===== src/rtl/victim_write_buffer.sv =====
`default_nettype none
// ============================================================================
// Module   : victim_write_buffer
// Purpose  : Write-back buffer between the data cache dirty-victim path and
//            the AXI write channels. Evicted 128-bit blocks are accepted in a
//            single cycle, queued in a DEPTH-entry FIFO and drained one at a
//            time as 4-beat INCR bursts of 32-bit words. A combinational
//            address lookup lets the refill path forward from entries that
//            have not yet reached memory.
// Ports    : clk, rstn                 - clock, asynchronous active-low reset
//            push_valid/ready/addr/block - victim block intake
//            lookup_addr/hit/block     - refill-path forwarding lookup
//            empty                     - no entries held and drain idle
//            aw* / w* / b*             - AXI write address, data, response
// Revision : 1.0 - initial release
// ============================================================================
module victim_write_buffer #(
  parameter int         DEPTH = 4,
  parameter logic [3:0] ID    = 4'h1
) (
  input  logic         clk,
  input  logic         rstn,
  // victim intake
  input  logic         push_valid,
  output logic         push_ready,
  input  logic [31:0]  push_addr,
  input  logic [127:0] push_block,
  // refill lookup
  input  logic [31:0]  lookup_addr,
  output logic         lookup_hit,
  output logic [127:0] lookup_block,
  output logic         empty,
  // AXI write address channel
  output logic [3:0]   awid,
  output logic [31:0]  awaddr,
  output logic [7:0]   awlen,
  output logic [2:0]   awsize,
  output logic [1:0]   awburst,
  output logic [1:0]   awlock,
  output logic [3:0]   awcache,
  output logic [2:0]   awprot,
  output logic         awvalid,
  input  logic         awready,
  // AXI write data channel
  output logic [3:0]   wid,
  output logic [31:0]  wdata,
  output logic [3:0]   wstrb,
  output logic         wlast,
  output logic         wvalid,
  input  logic         wready,
  // AXI write response channel
  input  logic [3:0]   bid,
  input  logic [1:0]   bresp,
  input  logic         bvalid,
  output logic         bready
);

  localparam int PTR_W = $clog2(DEPTH);

  localparam logic [PTR_W:0] c_ptr_one  = (PTR_W+1)'(1);
  localparam logic [7:0]     c_awlen    = 8'd3;     // 4 beats
  localparam logic [2:0]     c_awsize   = 3'd2;     // 4 bytes per beat
  localparam logic [1:0]     c_awburst  = 2'b01;    // INCR
  localparam logic [3:0]     c_wstrb    = 4'hF;
  localparam logic [1:0]     c_last_beat = 2'd3;

  typedef enum logic [1:0] {
    S_IDLE = 2'd0,
    S_AW   = 2'd1,
    S_W    = 2'd2,
    S_B    = 2'd3
  } state_t;

  // --------------------------------------------------------------------------
  // Storage and pointers
  // --------------------------------------------------------------------------
  logic [27:0]      r_addr  [DEPTH];
  logic [127:0]     r_block [DEPTH];
  logic [DEPTH-1:0] r_valid;
  logic [PTR_W:0]   r_head;
  logic [PTR_W:0]   r_tail;

  state_t           r_state;
  logic [1:0]       r_beat;
  logic             r_awvalid;
  logic [31:0]      r_awaddr;
  logic             r_wvalid;
  logic [31:0]      r_wdata;
  logic             r_wlast;
  logic             r_bready;

  logic [PTR_W-1:0] w_head_idx;
  logic [PTR_W-1:0] w_tail_idx;
  logic [PTR_W:0]   w_count;
  logic             w_full;
  logic             w_push;
  logic             w_pop;
  logic [127:0]     w_head_block;
  logic [1:0]       w_next_beat;
  logic [PTR_W-1:0] w_lk_idx;
  logic             w_hit;
  logic [127:0]     w_hit_block;
  logic             w_unused;

  assign w_head_idx   = r_head[PTR_W-1:0];
  assign w_tail_idx   = r_tail[PTR_W-1:0];
  assign w_count      = r_tail - r_head;
  // Full when the slot indices meet but the wrap bits differ.
  assign w_full       = (r_head[PTR_W] != r_tail[PTR_W]) && (w_head_idx == w_tail_idx);
  // Based on registered state only: a pop this cycle does not reopen a full buffer.
  assign w_push       = push_valid && !w_full;
  assign w_pop        = (r_state == S_B) && bvalid;
  assign w_head_block = r_block[w_head_idx];
  assign w_next_beat  = r_beat + 2'd1;

  // Response id/status are not acted upon; the entry retires regardless.
  assign w_unused = ^{bid, bresp, push_addr[3:0], lookup_addr[3:0]};

  // Payload storage needs no reset: it is only observed through valid bits.
  always_ff @(posedge clk) begin
    if (w_push) begin
      r_addr[w_tail_idx]  <= push_addr[31:4];
      r_block[w_tail_idx] <= push_block;
    end
  end

  always_ff @(posedge clk or negedge rstn) begin
    if (!rstn) begin
      r_head  <= '0;
      r_tail  <= '0;
      r_valid <= '0;
    end else begin
      if (w_push) begin
        r_valid[w_tail_idx] <= 1'b1;
        r_tail              <= r_tail + c_ptr_one;
      end
      if (w_pop) begin
        r_valid[w_head_idx] <= 1'b0;
        r_head              <= r_head + c_ptr_one;
      end
    end
  end

  // --------------------------------------------------------------------------
  // Lookup: scan oldest to youngest so the youngest match wins. The draining
  // head entry stays visible until its write response retires it.
  // --------------------------------------------------------------------------
  always_comb begin
    w_hit       = 1'b0;
    w_hit_block = '0;
    w_lk_idx    = '0;
    for (int i = 0; i < DEPTH; i++) begin
      w_lk_idx = w_head_idx + PTR_W'(i);
      if (r_valid[w_lk_idx] && (r_addr[w_lk_idx] == lookup_addr[31:4])) begin
        w_hit       = 1'b1;
        w_hit_block = r_block[w_lk_idx];
      end
    end
  end

  // --------------------------------------------------------------------------
  // Drain FSM: all AXI outputs are registered, so ready never feeds valid.
  // --------------------------------------------------------------------------
  always_ff @(posedge clk or negedge rstn) begin
    if (!rstn) begin
      r_state   <= S_IDLE;
      r_beat    <= 2'd0;
      r_awvalid <= 1'b0;
      r_awaddr  <= 32'd0;
      r_wvalid  <= 1'b0;
      r_wdata   <= 32'd0;
      r_wlast   <= 1'b0;
      r_bready  <= 1'b0;
    end else begin
      case (r_state)
        S_IDLE: begin
          if (w_count != '0) begin
            r_state   <= S_AW;
            r_awvalid <= 1'b1;
            r_awaddr  <= {r_addr[w_head_idx], 4'h0};
          end
        end
        S_AW: begin
          if (awready) begin
            r_state   <= S_W;
            r_awvalid <= 1'b0;
            r_wvalid  <= 1'b1;
            r_beat    <= 2'd0;
            r_wdata   <= w_head_block[31:0];
            r_wlast   <= 1'b0;
          end
        end
        S_W: begin
          if (wready) begin
            if (r_beat == c_last_beat) begin
              r_state  <= S_B;
              r_wvalid <= 1'b0;
              r_wlast  <= 1'b0;
              r_bready <= 1'b1;
            end else begin
              r_beat  <= w_next_beat;
              r_wdata <= w_head_block[{w_next_beat, 5'd0} +: 32];
              r_wlast <= (w_next_beat == c_last_beat);
            end
          end
        end
        S_B: begin
          if (bvalid) begin
            r_state  <= S_IDLE;
            r_bready <= 1'b0;
          end
        end
        default: r_state <= S_IDLE;
      endcase
    end
  end

  // --------------------------------------------------------------------------
  // Outputs
  // --------------------------------------------------------------------------
  assign push_ready   = !w_full;
  assign lookup_hit   = w_hit;
  assign lookup_block = w_hit_block;
  assign empty        = (w_count == '0) && (r_state == S_IDLE);

  assign awid    = ID;
  assign awaddr  = r_awaddr;
  assign awlen   = c_awlen;
  assign awsize  = c_awsize;
  assign awburst = c_awburst;
  assign awlock  = 2'b00;
  assign awcache = 4'h0;
  assign awprot  = 3'h0;
  assign awvalid = r_awvalid;

  assign wid    = ID;
  assign wdata  = r_wdata;
  assign wstrb  = c_wstrb;
  assign wlast  = r_wlast;
  assign wvalid = r_wvalid;

  assign bready = r_bready;

endmodule
`default_nettype wire


===== config.mk =====
export PLATFORM = sky130hd
export DESIGN_NAME = victim_write_buffer
export DESIGN_NICKNAME = d
export VERILOG_FILES = /design/src/rtl/victim_write_buffer.sv
export SDC_FILE = /design/constraint.sdc
export NUM_CORES = 2
export LEC_CHECK = 0
export ABC_CLOCK_PERIOD_IN_PS = 11800
export BUFFER_PORTS_ARGS = -buffer_cell sky130_fd_sc_hd__buf_2
export CAP_MARGIN = 20
export CORE_UTILIZATION = 55
export DETAILED_ROUTE_END_ITERATION = 6
export PLACE_DENSITY = 0.75
export RECOVER_POWER = 25
export SYNTH_ARGS = -nofsm -noshare
export SYNTH_HDL_FRONTEND = slang
export SYNTH_SLANG_ARGS = --single-unit

===== constraint.sdc =====
create_clock -name clk -period 11.8 [get_ports clk]
set_input_delay 0.59 -clock clk [delete_from_list [all_inputs] [get_ports clk]]
set_output_delay 0.59 -clock clk [all_outputs]
set_load 0.03 [all_outputs]

## Word level (Yosys, flattened, before mapping)

Memories as Yosys holds them, arrays and structs flattened.
Index checks and enable logic that the tools add are counted.
Widths: inputs -> output; s select.

| storage, ports and cells | value |
|---|---|
| bits in registers | 78 |
| memory bits (writable) | 624 |
| output and inout bits | 233 |
| memories kept | 2 |

Memory list:

| memory | words | bits a word | read ports | clocked after Yosys merged registers in | write ports | RTL line | source |
|---|---|---|---|---|---|---|---|
| r_block | 4 | 128 | 4 | 0 | 1 | 78 | `logic [127:0] r_block [DEPTH];` |
| r_addr | 4 | 28 | 4 | 0 | 1 | 77 | `logic [27:0] r_addr [DEPTH];` |

| operators by class | value |
|---|---|
| add/sub/neg operators | 7 |
| order comparisons | 7 |
| eq/ne operators | 17 |
| shifts and indexed selects | 1 |
| muxes and demuxes | 52 |
| bitwise gates (word level) | 3 |
| reduce and logical (&&, ||, !) cells | 24 |

Operators by type and width:

| kind | count |
|---|---|
| $mux 128 | 4 |
| $shiftx 128x8->32 | 1 |
| $eq 28x28->1 | 4 |
| $mux 32 | 3 |
| $pmux 32 s2 | 1 |
| $mux 1 | 22 |
| $mux 2 | 8 |
| $lt 2x3->1 const B | 5 |
| $ne 2x2->1 const B | 6 |
| $reduce_and 4->1 | 3 |
| $logic_and 1x1->1 | 10 |
| $bmux 1 s2 | 4 |
| $eq 2x2->1 const B | 4 |
| $mux 4 | 2 |
| $pmux 1 s2 | 4 |
| $pmux 2 s4 | 1 |
| $add 3x1->3 const B | 2 |
| $reduce_and 3->1 | 2 |
| $reduce_bool 2->1 | 3 |
| $reduce_and 5->1 | 1 |
| $add 2x1->2 const B | 2 |
| $add 2x2->2 const B | 2 |
| $and 4x4->4 | 1 |
| $demux 1 s2 | 2 |
| other kinds (13) | 14 |

## Logic depth before layout (Yosys ltp)

| logic depth | value |
|---|---|
| depth after elaboration | 8 |
| depth in mapped cells | 24 |
| depth with buffers taken out | 9 |

## Worst setup path before layout

No wires, ideal clock.

| timing | value |
|---|---|
| kind | register to register |
| start | register r_head[1] |
| end | memory r_addr[3][0] (enable) |
| setup time | 0.538 ns |
| arrival | 6.620 ns |
| data required time | 11.262 ns |
| setup slack | 4.642 ns |
| stages on the path, launching flop included | 12 |
| path buffers | 7 |
| clock period less this slack | 7.158 ns |
| cells stage by stage | dfrtp_1 -> buf_4 -> buf_4 -> inv_2 -> buf_2 -> clkbuf_1 -> clkbuf_1 -> clkbuf_1 -> clkbuf_1 -> ha_1 -> nand3_1 -> and3_1 |

| on the way | value |
|---|---|
| longest elaborated chain between the ends | 6 |

Ends and longest elaborated chain:

| element | RTL line | source |
|---|---|---|
| from (decl) | 80 | `logic [PTR_W:0] r_head;` |
| from (signal assigned) | 139 | `r_head <= r_head + c_ptr_one;` |
| $eq 2x2->1 | 109 | `assign w_full = (r_head[PTR_W] != r_tail[PTR_W]) && (w_head_idx == w_tail_idx);` |
| $logic_and 1x1->1 | 109 |  |
| $logic_not 1->1 | -- |  |
| net push_ready | 25 | `output logic push_ready,` |
| $logic_and 1x1->1 | 111 | `assign w_push = push_valid && !w_full;` |
| $mux 1 | 121 | `if (w_push) begin` |
| $mux 1 (not written as such) | 122 | `r_addr[w_tail_idx] <= push_addr[31:4];` |
| to (decl) | 77 |  |

The timed path passes the listed nets, and every way through them passes these cells.

## Worst setup path in the final report

| timing | value |
|---|---|
| start | register r_head[1] |
| end | output lookup_block[97] |

| on the way | value |
|---|---|
| longest elaborated chain between the ends | 7 |

Ends and longest elaborated chain:

| element | RTL line | source |
|---|---|---|
| $add 2x1->2 (tied with other cells) | 153 | `w_lk_idx = w_head_idx + PTR_W'(i);` |
| $mem_v2 4x28 (tied with other cells) | -- |  |
| $eq 28x28->1 (tied with other cells) | 154 | `if (r_valid[w_lk_idx] && (r_addr[w_lk_idx] == lookup_addr[31:4])) begin` |
| $logic_and 1x1->1 / $mux 128 (equally long branches) | 154 |  |
| $mux 128 (2 in series) | 154 |  |
| $mux 128 (*) | 154 |  |
| to (decl) | 31 | `output logic [127:0] lookup_block,` |

Every way passes the cells marked *; elsewhere a longest branch is shown, timed or not. The select of a mux whose other input is x is not followed.

==> impl_metrics.json <==
{
  "yosys-top-cells-count": "edfxtp_1 (624), mux4_2 (365), nor2_1 (302)",
  "gr-total-overflow": 0,
  "grt_pass1_wl_mm": 195,
  "post_cts_buffers": 0,
  "synth.most_common_cell": "edfxtp_1",
  "yosys_warnings": 0,
  "holdCritPathClass": "in2reg",
  "synth_top_area_cell": "edfxtp_1",
  "wl_per_cell_um": 28.0,
  "critical_path.max_fanout": 218,
  "p_leak_nw": 17.6,
  "syn-cell-area_sq_um": 44500,
  "fin_setup_tns_ps": 0,
  "syn_inst": 3388,
  "tightest_slew_ps": 1150,
  "grt_setup_unrepaired": "no",
  "insertion_delay_ps": 640,
  "path_common_cell": "buf_12",
  "port_buffers": 384,
  "synth_edf_count": 624,
  "core_sq_um": 79500,
  "max_freq_mhz": 116,
  "crit_slowest_cell": "dfrtp_4",
  "grt_max_degree": 219,
  "max-slew-margin-rel_pct": 22.6,
  "postSynthAreaPerCell_sq_um": 13.1,
  "slew_viol_final": 0,
  "vdd_ir_drop_max_uv": 302,
  "slowest_delay_ps": 990,
  "min_period_ps": 8640,
  "drive_gt1_share_pct": 26.5,
  "antenna_left": 0,
  "drt_first_pass_iters": 7,
  "hpwl_mm": 82.9,
  "grt_pass1_vias": 31000,
  "drc": 3,
  "drv_cap": 0,
  "async_flop_share_pct": 11.1,
  "synth.ff_latch_count": 702,
  "cp_cell_sequence": "inv_6, ha_4, buf_12, mux4_2, xnor2_1, nand4_1, nor4_1, and4_4, buf_12, nand2_1, a311oi_1, buf_2",
  "crit_buf_inv": 4,
  "status": "finished, violations left",
  "num_vias": 32800,
  "hold_viol": 0,
  "track_usage_pct": 31.5,
  "detail_route.vias_per_cell": 6.97,
  "postLayoutCellArea_sq_um": 49000,
  "critPathKind": "reg2out",
  "cts_tree": "yes",
  "clk_pin_slew_ps": 60,
  "numClockSinks": 702,
  "cts_made_buffers": 77,
  "post-route-period-util_pct": 73.2,
  "die_area_sq_um": 82000,
  "powerDensity_nw_per_um2": 276,
  "htree_levels": 3,
  "dieWidth_um": 286,
  "start_util_pct": 56.0,
  "cts_max_path_buffers": 3,
  "setup_violations": 0,
  "synth_area_leaders": "edfxtp_1 (42%), mux4_2 (18%), dfrtp_1 (4.4%), mux2i_1 (4.0%), mux2_2 (3.1%)",
  "worst_setup_path_end_kind": "primary output",
  "antenna_found_initial": 36,
  "clock_skew_ps": 35.1,
  "yosys.area.top_type_share_pct": 42.1,
  "worstPathRequired_ps": 11210,
  "final_core_util_pct": 61.6,
  "crit_family": "buffers and inverters",
  "cts_root_buf": "clkbuf_16",
  "ys_types": 71,
  "yosysSeqAreaShare_pct": 46.5,
  "hold_ws_ps": 171,
  "first_iter_violations": 3874,
  "place_area_sq_um": 46500,
  "io_pins": 437,
  "worstPathArrival_ps": 8050,
  "synthFlopType": "edfxtp_1",
  "routed_wl_mm": 132,
  "place.gp.congestion": 0.952,
  "violations": "DRC",
  "num_rows": 103,
  "syn_to_final_growth_pct": 10.0,
  "start_kind": "flop",
  "layout.nets": 3785,
  "die_h_um": 286
}
==> through the flow <==
stage | setup slack, ps | power (W) | instances
2_1_floorplan | 4640 | 0.00942 | 3424
3_5_place_dp | 3900 | 0.0111 | 4526
4_1_cts | 3220 | 0.0134 | 4665
5_1_grt | 2880 | 0.0142 | 4689
6_report | 3160 | 0.0135 | 4699
3_3_place_gp | 3900 | 0.0109 | 4526
==> power breakdown <==
group	switching, W	internal, W
sequential	0.000447	0.00342
clock	0.000996	0.00135
combinational	0.00407	0.00323
total	0.00551	0.00800
==> layout make-up <==
cell class / instances / area (sq um)
antenna: 27 / 67.6
clock inverter: 38 / 313
sequential: 702 / 20700
clock buffer: 100 / 2110
inverter: 47 / 181
fill: 5997 / 30500
timing repair buffer: 441 / 2310
tap: 1050 / 1310
multi-input combinational: 2294 / 22000
==> logic make-up after synthesis <==
kind of cell	synth area share [%]
and+or+nand+nor	10.3
DFF	46.5
muxes	26.1
AOI/OAI and AO/OA	10.1
buffers and inverters	4.59
xor gates and xnor gates	1.91
adders and majority gates	0.523
other	0.0169
==> what timing repair did <==
item                       in CTS  in global routing
setup endpoints to repair       0                  0
resized for setup               0                  0
hold endpoints to repair       29                  0
hold buffers                    1                  0
==> registers in the layout, summed over array words and instances, names as in the netlist <==
register / flops
awvalid: 1
wdata: 32
r_valid: 4
r_addr: 112
wvalid: 1
r_head: 3
r_tail: 3
r_beat: 2
r_state: 2
r_block: 512
bready: 1
wlast: 1
awaddr: 28
==> worst paths after layout <==
| path | from | endpoint | slack, ps | cells after the start |
|---|---|---|---|---|
| worst min-delay path | push_block[46] | r_block[2][46] | 170 | 1 |
| worst max-delay path | r_head[1] | lookup_block[97] | 3160 | 12 |
| min in group asynchronous | rstn | r_tail[0] | 440 | 2 |
| worst max register to register | r_head[0] | wdata[14] | 6030 | 10 |
| worst min register to register | wdata[1] | wdata[1] | 470 | 1 |
| max in group asynchronous | rstn | r_head[0] | 10210 | 3 |
==> per-layer routing <==
layer,wire length [um],GRT usage (%),vias to the layer above,part of all wire [%]
met2,63500,50.7,1854,48
met1,48200,41.5,16700,37
li1,-,-,13900,-
met5,186,0,-,0.14
met3,14700,7.19,282,11
met4,5130,12.6,28,3.9
==> placed cells by master (no fill, tap or decap), types with 7 or more instances in the layout <==
master / n
a311oi_1: 116
o21ai_0: 137
xor2_1: 28
diode_2: 27
and4_1: 31
o22ai_1: 38
nor3_1: 7
nor2_1: 302
mux2i_1: 178
mux2_2: 121
a21o_1: 33
conb_1: 38
a221oi_1: 41
clkbuf_1: 130
nand3_1: 12
or4b_1: 63
buf_4: 44
a21oi_1: 41
edfxtp_1: 624
clkbuf_16: 80
o2bb2ai_1: 8
nor4_1: 9
dfrtp_1: 76
clkinv_1: 14
clkinv_2: 13
buf_2: 270
nand4_1: 11
inv_1: 44
o2111a_1: 97
or4_1: 65
nand2_1: 269
ha_1: 15
mux4_2: 365
a311oi_2: 12
and2_1: 105
xnor2_1: 69
mux4_1: 8
(Power assumes the default switching activity.)
